**src/rtl/reg_ctrl_pkg.sv**
```systemverilog
// Shared definitions for the register-bus sequencer.
//   NREGS_DEF : default number of sequenced registers
//   IW        : register index width for the default register count
//   state_e   : controller FSM state encoding
package reg_ctrl_pkg;

    localparam int unsigned NREGS_DEF = 8;
    localparam int unsigned IW        = $clog2(NREGS_DEF);

    typedef enum logic [1:0] {
        StIdle,
        StRead,
        StExec,
        StWrite
    } state_e;

endpackage

```
**src/rtl/onehot_dec.sv**
```systemverilog
// Binary-to-one-hot decoder with enable.
//   en     : when 0 the output is all zero
//   idx    : binary register index
//   onehot : NREGS-wide one-hot (or zero) select vector
module onehot_dec
    import reg_ctrl_pkg::*;
#(
    parameter int unsigned NREGS = NREGS_DEF,
    parameter int unsigned IDXW  = IW
) (
    input  logic             en,
    input  logic [IDXW-1:0]  idx,
    output logic [NREGS-1:0] onehot
);

    always_comb begin
        onehot = '0;
        for (int unsigned i = 0; i < NREGS; i++) begin
            onehot[i] = en && (idx == IDXW'(i));
        end
    end

endmodule

```
**src/rtl/reg_bus_ctrl.sv**
```systemverilog
// Register-bus operation sequencer: IDLE -> READ -> EXEC -> WRITE.
//   clk, rst                   : clock, asynchronous active-high reset
//   req_valid / req_ready      : request handshake (accepted only in IDLE)
//   req_rs_a, req_rs_b, req_rd : source A/B and destination register indices
//   req_wr                     : write result back to req_rd
//   exec_start / exec_done     : execution unit start pulse / result valid
//   sel_a, sel_b, reg_en       : one-hot per-register bus and write enables
//   done, err                  : completion / timeout-abort pulses
//   op_count                   : wrapping count of completed operations
// Every output is a flop; values are computed from the next state so they
// line up with the state they belong to. WAIT_MAX must be in 1..255.
module reg_bus_ctrl
    import reg_ctrl_pkg::*;
#(
    parameter int unsigned NREGS    = NREGS_DEF,
    parameter int unsigned WAIT_MAX = 15,
    parameter int unsigned R0_LOCK  = 1,
    localparam int unsigned IDX_W   = $clog2(NREGS)
) (
    input  logic             clk,
    input  logic             rst,
    input  logic             req_valid,
    output logic             req_ready,
    input  logic [IDX_W-1:0] req_rs_a,
    input  logic [IDX_W-1:0] req_rs_b,
    input  logic [IDX_W-1:0] req_rd,
    input  logic             req_wr,
    output logic             exec_start,
    input  logic             exec_done,
    output logic [NREGS-1:0] sel_a,
    output logic [NREGS-1:0] sel_b,
    output logic [NREGS-1:0] reg_en,
    output logic             done,
    output logic             err,
    output logic [15:0]      op_count
);

    localparam logic [7:0] WaitLim = 8'(WAIT_MAX);

    state_e             state_q, state_d;
    logic [IDX_W-1:0]   rs_a_q, rs_a_d, rs_b_q, rs_b_d, rd_q, rd_d;
    logic               wr_q, wr_d;
    logic [7:0]         wait_q, wait_d;
    logic               err_d;

    logic               sel_en, wr_en;
    logic [NREGS-1:0]   sel_a_d, sel_b_d, reg_en_d;
    logic               done_d, exec_start_d;
    logic [15:0]        op_count_d;

    logic               req_ready_q;
    logic               exec_start_q, done_q, err_q;
    logic [NREGS-1:0]   sel_a_q, sel_b_q, reg_en_q;
    logic [15:0]        op_count_q;

    always_comb begin
        state_d = state_q;
        rs_a_d  = rs_a_q;
        rs_b_d  = rs_b_q;
        rd_d    = rd_q;
        wr_d    = wr_q;
        wait_d  = wait_q;
        err_d   = 1'b0;
        unique case (state_q)
            StIdle: begin
                if (req_valid) begin
                    rs_a_d  = req_rs_a;
                    rs_b_d  = req_rs_b;
                    rd_d    = req_rd;
                    wr_d    = req_wr;
                    state_d = StRead;
                end
            end
            StRead: begin
                state_d = StExec;
                wait_d  = 8'd1;
            end
            StExec: begin
                // A result arriving on the last allowed cycle still completes.
                if (exec_done) begin
                    state_d = StWrite;
                    wait_d  = '0;
                end else if (wait_q == WaitLim) begin
                    state_d = StIdle;
                    wait_d  = '0;
                    err_d   = 1'b1;
                end else begin
                    wait_d = wait_q + 8'd1;
                end
            end
            StWrite: begin
                state_d = StIdle;
            end
            default: begin
                state_d = StIdle;
            end
        endcase
    end

    assign sel_en       = (state_d == StRead) || (state_d == StExec);
    assign wr_en        = (state_d == StWrite) && wr_d && !((R0_LOCK != 0) && (rd_d == '0));
    assign exec_start_d = (state_q == StRead);
    assign done_d       = (state_d == StWrite);
    assign op_count_d   = op_count_q + {15'd0, done_d};

    onehot_dec #(.NREGS(NREGS), .IDXW(IDX_W)) u_dec_a (
        .en     (sel_en),
        .idx    (rs_a_d),
        .onehot (sel_a_d)
    );

    onehot_dec #(.NREGS(NREGS), .IDXW(IDX_W)) u_dec_b (
        .en     (sel_en),
        .idx    (rs_b_d),
        .onehot (sel_b_d)
    );

    onehot_dec #(.NREGS(NREGS), .IDXW(IDX_W)) u_dec_w (
        .en     (wr_en),
        .idx    (rd_d),
        .onehot (reg_en_d)
    );

    always_ff @(posedge clk or posedge rst) begin
        if (rst) begin
            state_q      <= StIdle;
            rs_a_q       <= '0;
            rs_b_q       <= '0;
            rd_q         <= '0;
            wr_q         <= 1'b0;
            wait_q       <= '0;
            req_ready_q  <= 1'b1;
            exec_start_q <= 1'b0;
            done_q       <= 1'b0;
            err_q        <= 1'b0;
            sel_a_q      <= '0;
            sel_b_q      <= '0;
            reg_en_q     <= '0;
            op_count_q   <= '0;
        end else begin
            state_q      <= state_d;
            rs_a_q       <= rs_a_d;
            rs_b_q       <= rs_b_d;
            rd_q         <= rd_d;
            wr_q         <= wr_d;
            wait_q       <= wait_d;
            req_ready_q  <= (state_d == StIdle);
            exec_start_q <= exec_start_d;
            done_q       <= done_d;
            err_q        <= err_d;
            sel_a_q      <= sel_a_d;
            sel_b_q      <= sel_b_d;
            reg_en_q     <= reg_en_d;
            op_count_q   <= op_count_d;
        end
    end

    assign req_ready  = req_ready_q;
    assign exec_start = exec_start_q;
    assign done       = done_q;
    assign err        = err_q;
    assign sel_a      = sel_a_q;
    assign sel_b      = sel_b_q;
    assign reg_en     = reg_en_q;
    assign op_count   = op_count_q;

endmodule

```
**config.mk**
```make
export PLATFORM = sky130hd
export DESIGN_NAME = reg_bus_ctrl
export DESIGN_NICKNAME = d
export VERILOG_FILES = /design/src/rtl/reg_ctrl_pkg.sv /design/src/rtl/onehot_dec.sv /design/src/rtl/reg_bus_ctrl.sv
export SDC_FILE = /design/constraint.sdc
export NUM_CORES = 1
export LEC_CHECK = 0
export CAP_MARGIN = 10
export CORE_MARGIN = 1.5
export CORE_UTILIZATION = 30
export CTS_BUF_LIST = sky130_fd_sc_hd__clkbuf_8
export CTS_CLUSTER_SIZE = 12
export DETAILED_ROUTE_END_ITERATION = 7
export DONT_BUFFER_PORTS = 1
export GPL_TIMING_DRIVEN = 0
export HOLD_SLACK_MARGIN = 0.15
export SLEW_MARGIN = 10
export SYNTH_ARGS = -nofsm -noshare
export SYNTH_HDL_FRONTEND = slang
export SYNTH_SLANG_ARGS = --single-unit
```
**constraint.sdc**
```tcl
create_clock -name clk -period 4 [get_ports clk]
set_input_delay 0.4 -clock clk [delete_from_list [all_inputs] [get_ports clk]]
set_output_delay 0.4 -clock clk [all_outputs]
set_load 0.03 [all_outputs]
```
==> metrics.log, run 1 <==
[metrics] final setup violating endpoints: 0
[metrics] total global routing track utilization: 0.118
[metrics] core footprint: 8220 sq um
[metrics] Detailed Place HPWL: around 3300 um
[metrics] violation count after the first detailed-routing iteration: 36
[metrics] share of total power in sequential cells: 0.531
[metrics] top post-synthesis cells by area: dfrtp_1 (62%), ha_1 (4.4%), nor2_1 (4.3%)
[metrics] top cells by count, synth: dfrtp_1 (63), nor2_1 (29), nand2_1 (24), inv_1 (13), xnor2_1 (11)
[metrics] starting density of the core: 0.310
[metrics] total clock buffers created by CTS: 9
[metrics] TritonCTS clock tree: done
[metrics] power density of the placed cells: 768 nW/um^2
[metrics] category of the worst setup path capture point: register
[metrics] antenna diode count: 0
[metrics] number of pins with negative max-slew slack in the final report: 0
[metrics] Fin Setup TNS: 0 ns
[metrics] clock latency on the worst-skew pair: 0.33 ns
[metrics] data arrival time of the worst path: 3.37 ns
[metrics] routed length per placed instance: 14.2 um
[metrics] global placement routability congestion: roughly 0.83
[metrics] power spent charging and discharging nets: roughly 0.93 mW
[metrics] critical path launch point type: register
[metrics] primary flip-flop cell chosen by synthesis mapping: dfrtp_1
[metrics] standby leakage power: 1.38 nW
[metrics] maximum number of pins on one net before global-route repair: 65
[metrics] clock tree sinks: 64
[metrics] Data required, critical path: 4.25 ns
[metrics] most common cell in the synthesized netlist: dfrtp_1
[metrics] final wirelength: 4830 um
[metrics] Logic pwr share: 0.267
[metrics] maxcap violations: 0
[metrics] total count of hold-check failures in the final report: 0
[metrics] clock tree root driver cell: clkbuf_8
[metrics] 1st-pass router iterations: 4
[metrics] chip width: 95.2 um
[metrics] maximum buffer depth of the clock tree: 2
[metrics] nets@finish: 254
[metrics] number of cells produced by synthesis: around 220
[metrics] mean instance size in the synthesized netlist: 11.6 sq um
[metrics] area of the die: 9060 sq um
[metrics] placement row count: 33
[metrics] via count of the first global-routing pass: 1654
[metrics] buffers inserted during post-CTS setup optimization: 0
[metrics] slew of the pin with the lowest slew margin: 0.775 ns
[metrics] area share of the largest cell type after synthesis: 0.618
[metrics] maximum net fanout on the critical path: 5
[metrics] number of enable flip-flop cells after synthesis: 0
[metrics] die extent in y: 95.2 um
[metrics] Synth warnings: 0
[metrics] sequential area share after synthesis: 0.629
[metrics] nets in the synthesized netlist: 242
[metrics] Clock transition at path regs: approximately 0.070 ns
[metrics] initial antenna violation count: 0
[metrics] share of cells above drive strength 1: 0.102
[metrics] flop and latch count out of synthesis: 64
[metrics] final period demand of the worst path: 3.12 ns
[metrics] Setup Skew: 0.00788 ns
[metrics] switching part of the total: 0.427
[metrics] number of input and output port buffers inserted: 0
[metrics] drt drc: 0
[metrics] htree depth: 3
[metrics] Internal Dissipation: between 1 and 1.5 mW
[metrics] global-route wire length before repair: 7870 um
[metrics] number of routed nets with antenna violations: 0
[metrics] post-route clock period utilization: 0.780
[metrics] dominant cell type by area after synthesis: dfrtp_1
[metrics] setup repair after global routing missed its margin: false
[metrics] upper clock frequency limit: 0.321 GHz
[metrics] run status: complete, no violations
[metrics] class of the tightest hold or removal check: in2reg
[metrics] Cell variety after synth: 34
[metrics] category of the critical setup timing path: reg2reg
[metrics] Peak supply drop: 413 uV
[metrics] synth-to-layout area growth: 11.7%
[metrics] share of flip-flops with an asynchronous set or reset after synthesis: 1.00
[metrics] IO Pins: 58
[metrics] headroom to the max-slew limit: 0.483
[metrics] area of the mapped netlist: 2550 sq um
[metrics] via count: between 1500 and 2000
[metrics] fraction of power consumed by the clock network: 0.202
[metrics] global route overflow: 0
[metrics] fraction of the core area covered by cells at the end of the flow: 0.347
[metrics] via density per instance: 4.64
==> path summary, 6_finish.rpt <==
check                                 startpoint                      to  slack (ns)  cells past startpoint
setup reg to reg           wait_q[0]$_DFFE_PP0P_  op_count[10]$_DFF_PP0_        0.88                     11
hold reg to reg              rs_b_q[2]$_DFF_PP0_     rs_b_q[2]$_DFF_PP0_        0.51                      1
max in group asynchronous                    rst      sel_a[7]$_DFF_PP0_        2.78                      2
min in group asynchronous                    rst   op_count[6]$_DFF_PP0_        0.71                      2
hold / removal                            req_wr          wr_q$_DFF_PP0_        0.22                      1
setup / recovery           wait_q[0]$_DFFE_PP0P_  op_count[10]$_DFF_PP0_        0.88                     11
==> critical path, cell delays in order (launching register included) <==
cell      delay [ns]
dfrtp_1         0.40
ha_1            0.23
nand4b_1        0.11
or4_4           0.48
a2111o_1        0.44
o311a_1         0.16
ha_1            0.26
ha_1            0.25
ha_1            0.24
and3_1          0.24
nand4_1         0.12
xnor2_1         0.13
==> cell usage in the layout, fill, tap and decap left out, drive strengths merged <==
master	synthesis	final
mux2i	6	6
o21ai	5	5
xor2	8	8
and3	4	4
o311a	1	1
nor4	1	1
and3b	1	1
dfstp	1	1
nand4b	1	1
clkinv	0	3
nor3	9	9
a2111o	1	1
or2	3	3
nand2	24	24
o31ai	1	1
nand4	5	5
dfrtp	63	63
nand3b	1	1
o22ai	1	1
xnor2	11	11
inv	13	15
nor3b	1	1
and4	1	1
clkinvlp	0	1
nand2b	1	1
a31oi	1	1
dlygate4sd3	0	1
a21boi	1	1
clkbuf	1	10
or4	1	1
nand3	7	7
nor2	29	29
o311ai	1	1
buf	1	1
conb	1	1
mux2	4	4
ha	9	9
==> metrics by stage <==
step	worst slack (ns)	instances	area [sq um]	total power, mW	hold WS (ns)
5_1_grt	0.689	340	2850	2.36	0.193
3_5_place_dp	0.877	324	2680	1.77	0.484
4_1_cts	0.867	340	2850	2.23	0.203
6_report	0.880	340	2850	2.19	0.223
2_1_floorplan	1.20	219	2550	1.60	0.479
3_3_place_gp	0.917	324	2680	1.75	0.489
==> power groups by stage <==
stage	Combinational, mW	Sequential (mW)	Clock (mW)
2_1_floorplan	0.460	1.14	0
3_3_place_gp	0.585	1.17	0
3_5_place_dp	0.594	1.17	0
4_1_cts	0.597	1.16	0.464
5_1_grt	0.678	1.19	0.492
6_report	0.584	1.16	0.443
==> layout make-up <==
type | count | area (sq um)
Buffer | 2 | 8.76
Multi-Input combinational cell | 140 | 890
Timing Repair Buffer | 1 | 10.0
Fill cell | 822 | 5370
Clock buffer | 9 | 124
Sequential cell | 64 | 1600
Inverter | 13 | 51.3
Clock inverter | 6 | 30.0
Tap cell | 105 | 131
==> what timing repair did <==
item | CTS | global route
hold endpoints to repair | 63 | 0
hold buffers | 1 | 0
resized for setup | 0 | 0
==> registers in the layout (all words and copies together) (netlist names) <==
name	count
rs_a_q	3
done	1
err	1
rd_q	3
req_ready	1
sel_a	8
exec_start	1
reg_en	8
op_count	16
rs_b_q	3
state_q	2
wr_q	1
sel_b	8
wait_q	8
==> cell families after synthesis <==
family | synth area share
compound gates | 0.0324
fa+ha+maj | 0.0442
mux | 0.0412
buf+inv | 0.0226
flops | 0.629
other cells | 0.00147
simple gates | 0.164
xor+xnor | 0.0653
==> metal layers <==
metal | vias to the layer above | track usage | wire [um]
met4 | 0 | 0.0535 | 48
met1 | 768 | 0.137 | 2080
met3 | 6 | 0.0614 | 414
met5 | - | 0 | 0
li1 | 750 | - | -
met2 | 54 | 0.181 | 2280
Note: power is estimated with default switching activity, not from simulation.
==> run 2, diff against run 1 <==
clock period = 3.1 ns   (was 4 ns; I/O delays follow)
==> metrics.log, run 2 (synthesis gave the netlist of run 1 again) <==
[metrics] maximum number of pins on one net before global-route repair: 65 (unchanged)
[metrics] power density of the placed cells: 980 nW/um^2 (+28%)
[metrics] Peak supply drop: 534 uV (+29%)
[metrics] data arrival time of the worst path: 3.23 ns (-0.14 ns)
[metrics] area of the die: 9060 sq um (unchanged)
[metrics] maxcap violations: 0 (unchanged)
[metrics] total clock buffers created by CTS: 9 (unchanged)
[metrics] global route overflow: 0 (unchanged)
[metrics] global-route wire length before repair: 7950 um (+0.97%)
[metrics] die extent in y: 95.2 um (unchanged)
[metrics] slew of the pin with the lowest slew margin: 0.782 ns (+0.00664 ns)
[metrics] synth-to-layout area growth: 15.6%
[metrics] number of cells on the critical path: 11 (unchanged)
[metrics] placement row count: 33 (unchanged)
[metrics] Critical Path Slowest Stage Cell: or4_4
[metrics] violation count after the first detailed-routing iteration: 40 (+11%)
[metrics] setup repair after global routing missed its margin: false
[metrics] initial antenna violation count: 0 (unchanged)
[metrics] final wirelength: 4970 um (+2.9%)
[metrics] number of buffers and inverters on the critical path: 0 (unchanged)
[metrics] class of the tightest hold or removal check: in2reg
[metrics] IO Pins: 58 (unchanged)
[metrics] clock latency on the worst-skew pair: 0.33 ns (about the same)
[metrics] core footprint: 8220 sq um (unchanged)
[metrics] Power, Total: 2.89 mW (+32%)
[metrics] most prevalent standard cell on the critical path: ha_2
[metrics] Place WS: -0.0233 ns (-0.900 ns)
[metrics] gate family responsible for the most delay along the worst path: simple AND/OR/NAND/NOR gates
[metrics] TritonCTS clock tree: done
[metrics] standby leakage power: 1.41 nW (+2.3%)
[metrics] number of input and output port buffers inserted: 0 (unchanged)
[metrics] Finished Cell Area: 2950 sq um (+3.5%)
[metrics] clock tree root driver cell: clkbuf_8
[metrics] delay of the slowest critical-path stage: 0.54 ns (+0.06 ns)
[metrics] Setup Skew: 0.00777 ns (-0.000115 ns)
[metrics] category of the critical setup timing path: reg2reg
[metrics] most frequent cells in the layout: dfrtp_1 (63), nor2_1 (29), nand2_1 (24), inv_1 (14), xnor2_1 (11)
[metrics] maximum buffer depth of the clock tree: 2 (unchanged)
[metrics] htree depth: 3 (unchanged)
[metrics] Clock transition at path regs: 0.06 ns (about the same)
[metrics] chip width: 95.2 um (unchanged)
[metrics] nets@finish: 263 (+3.5%)
[metrics] headroom to the max-slew limit: 0.479 (-0.00443)
[metrics] clock tree sinks: 64 (unchanged)
[metrics] Final WS setup: 0.115 ns (-0.766 ns)
[metrics] global placement routability congestion: 0.826 (unchanged)
[metrics] 1st-pass router iterations: 4 (unchanged)
[metrics] flip-flop count of the largest register after layout: 16 (unchanged)
[metrics] category of the worst setup path capture point: register
[metrics] most common library cell in the layout ignoring fill and taps: dfrtp_1
[metrics] total global routing track utilization: 0.119 (+0.000677)
[metrics] final period demand of the worst path: 2.99 ns (-0.134 ns)
[metrics] Cell Count Post-Placement: 324 (unchanged)
[metrics] total count of hold-check failures in the final report: 0 (unchanged)
[metrics] critical path launch point type: register
[metrics] starting density of the core: 0.310 (unchanged)
[metrics] number of routed nets with antenna violations: 0 (unchanged)
[metrics] Layout Cells excl Fill: 349 (+2.6%)
[metrics] post-place instance area: 2680 sq um (unchanged)
[metrics] Data required, critical path: 3.34 ns (-0.91 ns)
[metrics] upper clock frequency limit: 0.335 GHz (+4.5%)
[metrics] maximum net fanout on the critical path: 5 (unchanged)
[metrics] share of cells above drive strength 1: 0.139 (+0.0372)
[metrics] drt drc: 0 (unchanged)
[metrics] via density per instance: 4.68 (+0.94%)
[metrics] list of cells traversed by the critical path: ha_2, nand4b_1, or4_4, a2111o_1, o311a_1, ha_4, ha_2, ha_2, and3_2, nand4_1, xnor2_1
[metrics] via count of the first global-routing pass: 1695 (+2.5%)
[metrics] final setup violating endpoints: 0 (unchanged)
[metrics] number of pins with negative max-slew slack in the final report: 0 (unchanged)
[metrics] via count: 1635 (+3.6%)
[metrics] antenna diode count: 0 (unchanged)
[metrics] Detailed Place HPWL: 3350 um (unchanged)
[metrics] routed length per placed instance: 14.2 um (+0.25%)
[metrics] worst reg-to-reg path cell count: 11 (unchanged)
[metrics] run status: complete, no violations
[metrics] worst hold path cell count: 3 (+2)
[metrics] post-route clock period utilization: 0.963 (+0.183)
==> run 2: cell types whose count changed in the layout (fill, tap and decap cells not counted), sizes merged <==
| cell | change |
|---|---|
| dlygate4sd3 | +4 |
| buf | +5 |
==> run 2: stage by stage <==
stage	setup TNS (ns)	utilization	hold WS (ns)
floorplan	0	-	0.461
global placement	0	0.326	0.465
detailed placement	-0.0422	0.327	0.394
CTS	0	0.352	0.159
global route	0	0.359	0.156
finish	0	0.359	0.180
==> run 2: cell type report <==
type / count / area [sq um]
fill: 818 / 5270
multi-input combinational: 140 / 911
inverter: 13 / 51.3
sequential: 64 / 1600
clock buffer: 9 / 124
tap: 105 / 131
clock inverter: 6 / 30.0
buffer: 2 / 8.76
timing repair buffer: 10 / 87.6
==> run 2: worst min-delay path, delay by kind of cell <==
kind / cells / cell delay (ns)
compound gates: 1 / 0.07
simple gates: 2 / 0.07
==> run 2: per-layer routing <==
layer,up-vias,GRT usage,share of wire
met5,-,0,0
met4,0,0.0535,0.0085
met3,4,0.0598,0.084
met2,59,0.192,0.47
met1,804,0.131,0.43
li1,768,-,-
==> run 2: where the power goes <==
| group | leakage, nW | switching (mW) | total, mW | internal, mW |
|---|---|---|---|---|
| clock | 0.0872 | 0.295 | 0.570 | 0.275 |
| combinational | 0.480 | 0.501 | 0.819 | 0.317 |
| sequential | 0.845 | 0.426 | 1.50 | 1.07 |
| total | 1.41 | 1.22 | 2.89 | 1.67 |
==> run 2: timing repair <==
action	4_1_cts	5_1_grt
endpoints found under the setup margin	4	4
pin swaps	0	1
hold endpoints to repair	67	0
setup buffers	0	5
gates resized for setup	2	4
hold buffers	5	0
==> run 2: worst paths after layout <==
path,endpoint,slack (ns),start
setup / recovery,op_count[10]$_DFF_PP0_,0.11,wait_q[1]$_DFFE_PP0P_
hold / removal,wait_q[0]$_DFFE_PP0P_,0.18,exec_done
setup reg to reg,op_count[10]$_DFF_PP0_,0.11,wait_q[1]$_DFFE_PP0P_
hold reg to reg,rs_b_q[2]$_DFF_PP0_,0.51,rs_b_q[2]$_DFF_PP0_
max in group asynchronous,reg_en[7]$_DFF_PP0_,1.97,rst
min in group asynchronous,op_count[5]$_DFF_PP0_,0.62,rst
==> run 3, diff against run 2 <==
CAP_MARGIN = 0   (was 10)
TNS_END_PERCENT = 5   (was not set)
==> results of run 3 <==
No change in the layout: final DEF, timing and power equal those of run 2.
